$ cat src/rtl/hcu_round_ctrl.sv
// Block sequencer for the hash computation unit: INIT -> LOAD -> ROUND x N -> UPDATE -> (DONE | IDLE).
// Every output is a flop loaded from next-state, so nothing combinational reaches the outputs from the inputs.
module hcu_round_ctrl #(
   parameter int ROUNDS_256 = 64,
   parameter int ROUNDS_512 = 80
) (
   input  logic       clk,
   input  logic       reset,
   input  logic [1:0] sha_type,
   input  logic       msg_valid,
   input  logic       msg_first,
   input  logic       msg_last,
   output logic       msg_ready,
   output logic [1:0] sha_type_q,
   output logic       hash_init,
   output logic       core_load,
   output logic       round_en,
   output logic       wt_load,
   output logic [6:0] round_idx,
   output logic       hash_update,
   output logic       digest_valid,
   input  logic       digest_ack,
   output logic       busy
);

   typedef enum logic [2:0] {
      S_IDLE, S_INIT, S_LOAD, S_ROUND, S_UPDATE, S_DONE
   } state_t;

   localparam logic [6:0] LAST_256 = 7'(ROUNDS_256 - 1);
   localparam logic [6:0] LAST_512 = 7'(ROUNDS_512 - 1);

   state_t     state_q, state_d;
   logic [6:0] round_q, round_d;
   logic [1:0] sha_q, sha_d;
   logic       in_msg_q, in_msg_d;
   logic       last_q, last_d;
   logic       ready_q;
   logic       init_q, load_q, ren_q, wt_q, upd_q, dv_q, busy_q;
   logic [6:0] last_idx;

   assign last_idx = sha_q[1] ? LAST_512 : LAST_256;

   always_comb begin
      state_d  = state_q;
      round_d  = round_q;
      sha_d    = sha_q;
      in_msg_d = in_msg_q;
      last_d   = last_q;
      case (state_q)
         S_IDLE: begin
            if (msg_valid && ready_q) begin
               last_d = msg_last;
               // A first flag, or any block arriving outside a message, (re)starts from the initial hash.
               if (msg_first || !in_msg_q) begin
                  sha_d    = sha_type;
                  in_msg_d = 1'b1;
                  state_d  = S_INIT;
               end else begin
                  state_d = S_LOAD;
               end
            end
         end
         S_INIT: state_d = S_LOAD;
         S_LOAD: begin
            round_d = 7'd0;
            state_d = S_ROUND;
         end
         S_ROUND: begin
            if (round_q == last_idx) begin
               state_d = S_UPDATE;
            end else begin
               round_d = round_q + 7'd1;
            end
         end
         S_UPDATE: begin
            if (last_q) begin
               in_msg_d = 1'b0;
               state_d  = S_DONE;
            end else begin
               state_d = S_IDLE;
            end
         end
         S_DONE: begin
            if (digest_ack) begin
               state_d = S_IDLE;
            end
         end
         default: state_d = S_IDLE;
      endcase
   end

   always_ff @(posedge clk or posedge reset) begin
      if (reset) begin
         state_q  <= S_IDLE;
         round_q  <= 7'd0;
         sha_q    <= 2'b00;
         in_msg_q <= 1'b0;
         last_q   <= 1'b0;
         ready_q  <= 1'b0;
         init_q   <= 1'b0;
         load_q   <= 1'b0;
         ren_q    <= 1'b0;
         wt_q     <= 1'b0;
         upd_q    <= 1'b0;
         dv_q     <= 1'b0;
         busy_q   <= 1'b0;
      end else begin
         state_q  <= state_d;
         round_q  <= round_d;
         sha_q    <= sha_d;
         in_msg_q <= in_msg_d;
         last_q   <= last_d;
         ready_q  <= (state_d == S_IDLE);
         init_q   <= (state_d == S_INIT);
         load_q   <= (state_d == S_LOAD);
         ren_q    <= (state_d == S_ROUND);
         wt_q     <= (state_d == S_ROUND) && (round_d < 7'd16);
         upd_q    <= (state_d == S_UPDATE);
         dv_q     <= (state_d == S_DONE);
         busy_q   <= (state_d != S_IDLE);
      end
   end

   assign msg_ready    = ready_q;
   assign sha_type_q   = sha_q;
   assign hash_init    = init_q;
   assign core_load    = load_q;
   assign round_en     = ren_q;
   assign wt_load      = wt_q;
   assign round_idx    = round_q;
   assign hash_update  = upd_q;
   assign digest_valid = dv_q;
   assign busy         = busy_q;

endmodule

$ cat config.mk
export PLATFORM = sky130hd
export DESIGN_NAME = hcu_round_ctrl
export DESIGN_NICKNAME = d
export VERILOG_FILES = /design/src/rtl/hcu_round_ctrl.sv
export SDC_FILE = /design/constraint.sdc
export NUM_CORES = 1
export LEC_CHECK = 0
export CORE_MARGIN = 1
export CORE_UTILIZATION = 34
export DETAILED_ROUTE_END_ITERATION = 8
export HOLD_SLACK_MARGIN = 0.15
export PLACE_DENSITY = 0.57
export SETUP_SLACK_MARGIN = 0.15
export SLEW_MARGIN = 20
export SYNTH_ARGS = -nofsm -noshare
export SYNTH_HDL_FRONTEND = slang
export SYNTH_SLANG_ARGS = --single-unit
$ cat constraint.sdc
create_clock -name clk -period 4.9 [get_ports clk]
set_clock_uncertainty 0.2 [all_clocks]
set_input_delay 0.98 -clock clk [delete_from_list [all_inputs] [get_ports clk]]
set_output_delay 0.98 -clock clk [all_outputs]
set_load 0.02 [all_outputs]
* Yosys cells after proc, flatten, opt, wreduce, memory -nomap -nowiden
Cells that the tools add are included.
Word-level totals: register bits 22, latch bits 0, bits in writable memories 0, bits in read-only memories 0, input port bits 8, output and inout port bits 17, word-level logic and storage cells 53, memories 0
Cells by class: add/sub/neg operators 1, $mul 0, div/mod/pow operators 0, magnitude comparators 1, equal/unequal tests 14, shift operators 0, muxes and demuxes 13, bitwise operators 0, reductions and logical operators 11
Operators by type and width (number):
- $pmux W3 S6 | 1
- $mux W7 | 2
- $pmux W7 S2 | 1
- $eq A3 B2 Y1 const B | 4
- $eq A3 B3 Y1 const B | 4
- $mux W3 | 4
- $add A7 B1 Y7 const B | 1
- $eq A7 B7 Y1 | 1
- $lt A7 B5 Y1 const B | 1
- $eq A3 B1 Y1 const B | 2
- $logic_not A3 Y1 | 2
- $ne A2 B2 Y1 const B | 3
- $reduce_and A4 Y1 | 1
- $mux W1 | 3
- $reduce_and A3 Y1 | 1
- $reduce_bool A3 Y1 | 1
- $logic_and A1 B1 Y1 | 2
- $mux W2 | 1
- $pmux W1 S2 | 1
- $reduce_and A2 Y1 | 1
- $reduce_bool A2 Y1 | 1
- $logic_not A1 Y1 | 1
- $logic_or A1 B1 Y1 | 1

* Longest topological paths before layout
Gate-level depths: netlist of the first run.
depth after elaboration 7, gate-level depth with buffers 5, mapped depth without buffers 5

* Worst setup path after synthesis of the first run
Ideal clock, no wire load.
path kind input to register, from in msg_valid, to reg sha_q[0], in the netlist sha_type_q[0], setup time 125 ps, arrival time 1711 ps, data required time 4575 ps, setup slack 2864 ps, stages on the path 3, path buffers 0, cells stage by stage nand2_1 -> nor4b_4 -> mux2_2
On the way: cells in the longest elaborated chain, start to end 2
Ends and longest elaborated chain:
- from (decl) | line 10 | input logic msg_valid,
- $logic_and A1 B1 Y1 | line 52 | if (msg_valid && ready_q) begin
- $reduce_and A3 Y1 (no line)
- to (signal assigned) | line 97 | sha_q <= 2'b00;
- to (signal assigned) | line 111 | sha_q <= sha_d;
- to (decl) | line 35 | logic [1:0] sha_q, sha_d;
Every way passes these cells. A chain may end at the register's enable or synchronous reset.

* Final worst setup path of the first run
from reg round_q[4], in the netlist round_idx[4], to out round_idx[4]
RTL lines:
- from (decl) | line 34 | logic [6:0] round_q, round_d;
- from (signal assigned) | line 110 | round_q <= round_d;
- to (decl) | line 19 | output logic [6:0] round_idx,
No word-level cell between the ends.

==> metrics.md, run 1 <==
| Metric | Value |
|---|---|
| Mapped Nets | 111 |
| Buf+Inv Stages, Crit Path | 1 |
| Clock root buffer | clkbuf_4 |
| First-pass GRT wire length | 4043 um |
| IR Drop Worst-Case VDD | 0.2060 mV |
| Yosys top cell by area | dfrtp_1 |
| Post-DP HPWL | 1607 um |
| CP Class | register to output port |
| Initial antenna violation count | 0 |
| Ys async rst share | 100.0% |
| # rows | 20 |
| Crit path cell chain | clkdlybuf4s50_1 |
| Total design power | 658.1 uW |
| Top cell type's share of synthesized area | 49.22% |
| CP startpoint kind | register |
| Largest register FFs | 7 |
| Vias | 845 |
| RSZ-0062 raised after global routing | no |
| Status | finished, final reports clean |
| Critical Path RT | 3.72 ns |
| Maximum buffer depth of the clock tree | 2 |
| Final setup violation count | 0 |
| DIE WIDTH | 59.36 um |
| Die area | 0.003523 mm^2 |
| Commonest non-fill, non-tap cell in the layout | clkdlybuf4s50_1 |
| Resized Gates After CTS | 0 |
| Hold buffers post-CTS | 0 |
| Number of max-cap violations | 0 |
| Nets@finish | 133 |
| Vias per cell | 5.060 |
| Library cells used by synthesis | 42 |
| Number of buffers created by CTS | 3 |
| Mapped Area | 0.001119 mm^2 |
| Grt ovf | 0 |
| Relative slew slack | 44.16% |
| #FFs+latches synth | 22 |
| Slew @ Worst Pin | 0.8367 ns |
| Clk sinks | 22 |
| Post-synth EDFFs | 0 |
| Post-Route Utilization | 46.22% |
| Top Ports | 25 |
| Routed Antenna Nets | 0 |
| Fin Setup TNS | 0 ns |
| Iteration-0 DRC count of the detailed router | 31 |
| Ratio of cells with drive above 1 in the final layout | 11.38% |
| Core Area | 0.003078 mm^2 |
| Worst skew pair latency | 0.31 ns |
| Total Wirelength | 2338 um |
| CP max FO | 11 |
| Placed cell count | 163 |
| Worst hold-check path type | register to register |
| Commonest non-fill, non-tap cells in the layout | 24 x clkdlybuf4s50_1, 22 x dfrtp_1, 10 x nand2_1 |
| DR pass1 iterations | 4 |
| CP delay by family, top | buffers and inverters |
| Static leakage | 0.5623 nW |
| Post-route DRC | 0 |
| Maximum clock frequency | 365.7 MHz |
| Cells after Synth | 102 |
| WP data arrival | 1.55 ns |
| Setup repair bufs after CTS | 0 |
| Hold WS | 0.3212 ns |
| Die height | 59.36 um |
| CTS H-tree depth | 1 |
| Vias in the first global route | 858 |
| Routability-driven placement congestion ratio | 0.7079 |
| GRT Total Usage | 15.19% |
| Synth warn | 0 |
| CTS tree | built |
| Setup crit end kind | output port |
| Ys flop type | dfrtp_1 |
| Part of the Yosys area used for sequential elements | 49.22% |
| Power Dens Cells | 462.6 mW/mm^2 |
| Clock-pin slew on the worst setup and hold paths | 0.13 ns |
| Top cells by area, synth | dfrtp_1 49%, nand2_1 3.4%, nand3_1 3.1% |
| Final Hold Vio Count | 0 |
| Area Overhead vs Synth | 27.18% |
| Period minus WS final | 2.734 ns |
| Buffers added on ports | 24 |
| WL/cell | 14.00 um |
| Largest net degree at the start of global routing | 23 |
| Final Non-Filler Cells | 167 |
| # diodes | 0 |
| Slowest-stage cell, CP | clkdlybuf4s50_1 |
| Mean area per synthesized cell | 10.97 um^2 |
| Slew Viols, Final | 0 |
| Initial core utilization | 36.34% |
| Final period utilization | 55.80% |
| Max incr delay on CP | 0.67 ns |
logic make-up after synthesis:
logic type                 synth area share [%]
AOI/OAI and AO/OA                         14.54
adders and majority gates                 1.118
buffers and inverters                     5.257
DFF                                       49.22
muxes                                     3.020
and+or+nand+nor                           26.85
worst paths after layout:
kind / startpoint / endpoint / slack (ns) / cells after the start
hold reg to reg: in_msg_q$_DFFE_PP0P_ / in_msg_q$_DFFE_PP0P_ / 0.32 / 1
min in group asynchronous: reset / sha_type_q[0]$_DFFE_PP0P_ / 0.94 / 2
hold / removal: in_msg_q$_DFFE_PP0P_ / in_msg_q$_DFFE_PP0P_ / 0.32 / 1
setup reg to reg: state_q[0]$_DFF_PP0_ / msg_ready$_DFF_PP0_ / 2.86 / 4
max in group asynchronous: reset / round_idx[0]$_DFFE_PP0P_ / 3.05 / 2
setup / recovery: round_idx[4]$_DFF_PP0_ / round_idx[4] / 2.17 / 1
layer usage:
| layer | part of all wire [%] | vias to the layer above | GRT usage [%] | routed length (um) |
|---|---|---|---|---|
| met1 | 49 | 418 | 21.50 | 1144 |
| met3 | 2.5 | 2 | 1.965 | 58 |
| met2 | 48 | 11 | 23.43 | 1115 |
| met5 | 0 | - | 0 | 0 |
| met4 | 0.86 | 0 | 6.122 | 20 |
| li1 | - | 414 | - | - |
cell type report:
class | count | area, um^2
Clock buffer | 3 | 22.52
Clock inverter | 1 | 30.03
Fill cell | 312 | 1655
Inverter | 4 | 15.01
Multi-Input combinational cell | 69 | 509.2
Sequential cell | 22 | 550.5
Tap cell | 44 | 55.05
Timing Repair Buffer | 24 | 240.2
cell usage after synthesis, types with 2 or more instances:
cell type	instances
nand2b_1	3
clkbuf_1	2
mux2_2	3
inv_1	4
nand4bb_2	2
nand3_1	7
buf_4	2
a21oi_1	3
buf_2	2
nand2_1	10
and3_1	2
a22o_1	2
dfrtp_1	22
nor2_1	5
nor2b_1	3
o21ai_0	3
a21o_1	2
power breakdown:
part | switching [mW] | total [mW] | internal [mW]
clock | 0.0583 | 0.141 | 0.0826
sequential | 0.0655 | 0.285 | 0.219
combinational | 0.111 | 0.232 | 0.121
total | 0.235 | 0.658 | 0.423
stage by stage:
| step | instance area [um^2] | worst slack [ns] |
|---|---|---|
| global placement | 1370 | 2.331 |
| finish | 1423 | 2.166 |
| floorplan | 1119 | 2.864 |
| CTS | 1423 | 2.164 |
| global route | 1423 | 2.094 |
| detailed placement | 1370 | 2.282 |
No activity file was read; power rests on OpenSTA's default activity.
==> run 2: changes to the inputs <==
--- a/config.mk
+++ b/config.mk
@@ -9,7 +9,7 @@
 export CORE_UTILIZATION = 34
 export DETAILED_ROUTE_END_ITERATION = 8
 export HOLD_SLACK_MARGIN = 0.15
-export PLACE_DENSITY = 0.57
+export PLACE_DENSITY = 0.59
 export SETUP_SLACK_MARGIN = 0.15
 export SLEW_MARGIN = 20
 export SYNTH_ARGS = -nofsm -noshare
==> constraint.sdc (replaced) <==
create_clock -name clk -period 2.45 [get_ports clk]
set_clock_uncertainty 0.2 [all_clocks]
set_input_delay 0.49 -clock clk [delete_from_list [all_inputs] [get_ports clk]]
set_output_delay 0.49 -clock clk [all_outputs]
set_load 0.02 [all_outputs]
==> metrics.md, run 2 (synthesis gave the netlist of run 1 again) <==
| Metric | Value |
|---|---|
| Grt ovf | 0 (unchanged) |
| Sw Pwr | 471.9 uW (was 235.0 uW) |
| Slowest-stage cell, CP | clkdlybuf4s50_1 (unchanged) |
| Worst hold-check path type | primary input to async pin (was register to register) |
| Vias | 865 (was 845) |
| Clk sinks | 22 (unchanged) |
| Switching portion of total power | 35.66% (was 35.72%) |
| Clock root buffer | clkbuf_4 (unchanged) |
| Commonest non-fill, non-tap cell in the layout | clkdlybuf4s50_1 (unchanged) |
| CP startpoint kind | register (unchanged) |
| Power Dens Cells | 919.7 mW/mm^2 (was 462.6 mW/mm^2) |
| DIE WIDTH | 59.36 um (unchanged) |
| Period minus WS final | 2.218 ns |
| Total Wirelength | 2301 um (was 2338 um) |
| Fin Setup TNS | 0 ns (unchanged) |
| CP max FO | 10 (was 11) |
| Clock Power Share | 21.7% (was 21.4%) |
| CP delay by family, top | buffers and inverters (unchanged) |
| DR pass1 iterations | 4 (unchanged) |
| Worst skew pair latency | 0.31 ns (about the same) |
| RSZ-0062 raised after global routing | no (unchanged) |
| Relative slew slack | 63.34% (was 44.16%) |
| Initial antenna violation count | 0 (unchanged) |
| Top Ports | 25 (unchanged) |
| WL/cell | 13.62 um (was 14.00 um) |
| Vias in the first global route | 848 (was 858) |
| Routability-driven placement congestion ratio | 0.7435 (was 0.7079) |
| Initial core utilization | 36.34% (unchanged) |
| Clock-pin slew on the worst setup and hold paths | 0.14 ns (was 0.13 ns) |
| Sequential share of power | 42.5% (was 43.3%) |
| Buffers added on ports | 24 (unchanged) |
| Ratio of cells with drive above 1 in the final layout | 13.60% (was 11.38%) |
| Slew @ Worst Pin | 0.5487 ns (was 0.8367 ns) |
| Area Overhead vs Synth | 28.64% (was 27.18%) |
| Number of buffers created by CTS | 3 (unchanged) |
| Largest register FFs | 7 (unchanged) |
| Die height | 59.36 um (unchanged) |
| Setup crit end kind | output port (unchanged) |
| # diodes | 0 (unchanged) |
| Maximum clock frequency | 450.8 MHz |
| Buf+Inv Stages, Crit Path | 1 (unchanged) |
| Int Pwr | 851.5 uW (was 423.0 uW) |
| # rows | 20 (unchanged) |
| Slew Viols, Final | 0 (unchanged) |
| GRT Total Usage | 15.58% (was 15.19%) |
| Number of max-cap violations | 0 (unchanged) |
| CTS H-tree depth | 1 (unchanged) |
| Iteration-0 DRC count of the detailed router | 34 (was 31) |
| Hold buffers post-CTS | 0 (unchanged) |
| Combinational Power Share | 35.8% (was 35.3%) |
| Post-route DRC | 0 (unchanged) |
| Maximum buffer depth of the clock tree | 2 (unchanged) |
| Largest net degree at the start of global routing | 23 (unchanged) |
| Vias per cell | 5.118 (was 5.060) |
| Nets@finish | 135 (was 133) |
| Crit path cell chain | clkdlybuf4s50_1 (unchanged) |
| IR Drop Worst-Case VDD | 0.2787 mV (was 0.2060 mV) |
| Placed cell count | 165 (was 163) |
| Critical Path RT | 1.76 ns (was 3.72 ns) |
| Status | finished, final reports clean (unchanged) |
| Commonest non-fill, non-tap cells in the layout | 24 x clkdlybuf4s50_1, 21 x dfrtp_1, 10 x nand2_1 (was 24 x clkdlybuf4s50_1, 22 x dfrtp_1, 10 x nand2_1) |
| Final setup violation count | 0 (unchanged) |
| CTS tree | built (unchanged) |
| Die area | 0.003523 mm^2 (unchanged) |
| Static leakage | 0.5701 nW (was 0.5623 nW) |
| First-pass GRT wire length | 4077 um (was 4043 um) |
| Max incr delay on CP | 0.67 ns (about the same) |
| Final Hold Vio Count | 0 (unchanged) |
| WP data arrival | 1.53 ns (was 1.55 ns) |
| CP Class | register to output port (unchanged) |
| Final period utilization | 90.55% |
| Core Area | 0.003078 mm^2 (unchanged) |
| Final Non-Filler Cells | 169 (was 167) |
| Post-Route Utilization | 46.75% (was 46.22%) |
| Post-DP HPWL | 1625 um (was 1607 um) |
| Routed Antenna Nets | 0 (unchanged) |
==> run 2: power groups by stage <==
| stage | clock network, mW | registers, mW | logic (mW) |
|---|---|---|---|
| 2_1_floorplan | 0 | 0.605 | 0.259 |
| 3_3_place_gp | 0 | 0.563 | 0.472 |
| 3_5_place_dp | 0 | 0.570 | 0.476 |
| 4_1_cts | 0.293 | 0.561 | 0.478 |
| 5_1_grt | 0.309 | 0.585 | 0.519 |
| 6_report | 0.287 | 0.563 | 0.473 |
==> run 2: layout make-up <==
class,count,area [um^2]
fillers,297,1639
multi-input cells,69,509.2
clock buffers,3,22.52
clock inverters,1,30.03
inverters,4,15.01
well taps,44,55.05
repair buffers,26,255.2
flip-flops and latches,22,551.8
==> run 2: stage by stage <==
step	hold slack, ns	power, mW	area, um^2	setup slack [ns]
2_1_floorplan	0.2622	0.8640	1119	0.6251
3_3_place_gp	0.2839	1.035	1385	0.3671
3_5_place_dp	0.2891	1.046	1385	0.3395
4_1_cts	0.2941	1.332	1438	0.2044
5_1_grt	0.3166	1.413	1439	0.1620
6_report	0.2896	1.323	1439	0.2316
==> run 2: final timing paths <==
path                                     startpoint                endpoint  slack (ns)  depth (start not counted)
setup reg to reg           round_idx[0]$_DFFE_PP0P_       wt_load$_DFF_PP0_        0.55                          5
hold / removal                                reset          busy$_DFF_PP0_        0.29                          3
min in group clk               in_msg_q$_DFFE_PP0P_    in_msg_q$_DFFE_PP0P_        0.32                          1
setup / recovery             round_idx[5]$_DFF_PP0_            round_idx[5]        0.23                          1
hold reg to reg                in_msg_q$_DFFE_PP0P_    in_msg_q$_DFFE_PP0P_        0.32                          1
max in group asynchronous                     reset  round_idx[4]$_DFF_PP0_        1.53                          3
==> run 2: layer usage <==
layer / part of all wire (%) / GRT usage, % / up-vias / routed length (um)
li1: - / - / 419 / -
met1: 52 / 22.21 / 433 / 1194
met2: 45 / 23.43 / 11 / 1032
met3: 2.0 / 1.965 / 2 / 46
met4: 1.2 / 7.143 / 0 / 27
met5: 0 / 0 / - / 0
==> run 2: timing repair <==
| item | CTS | global route |
|---|---|---|
| endpoints found under the setup margin | 0 | 1 |
| resized for setup | 0 | 1 |
| endpoints found under the hold margin | 0 | 0 |
| buffers inserted | 0 | 0 |
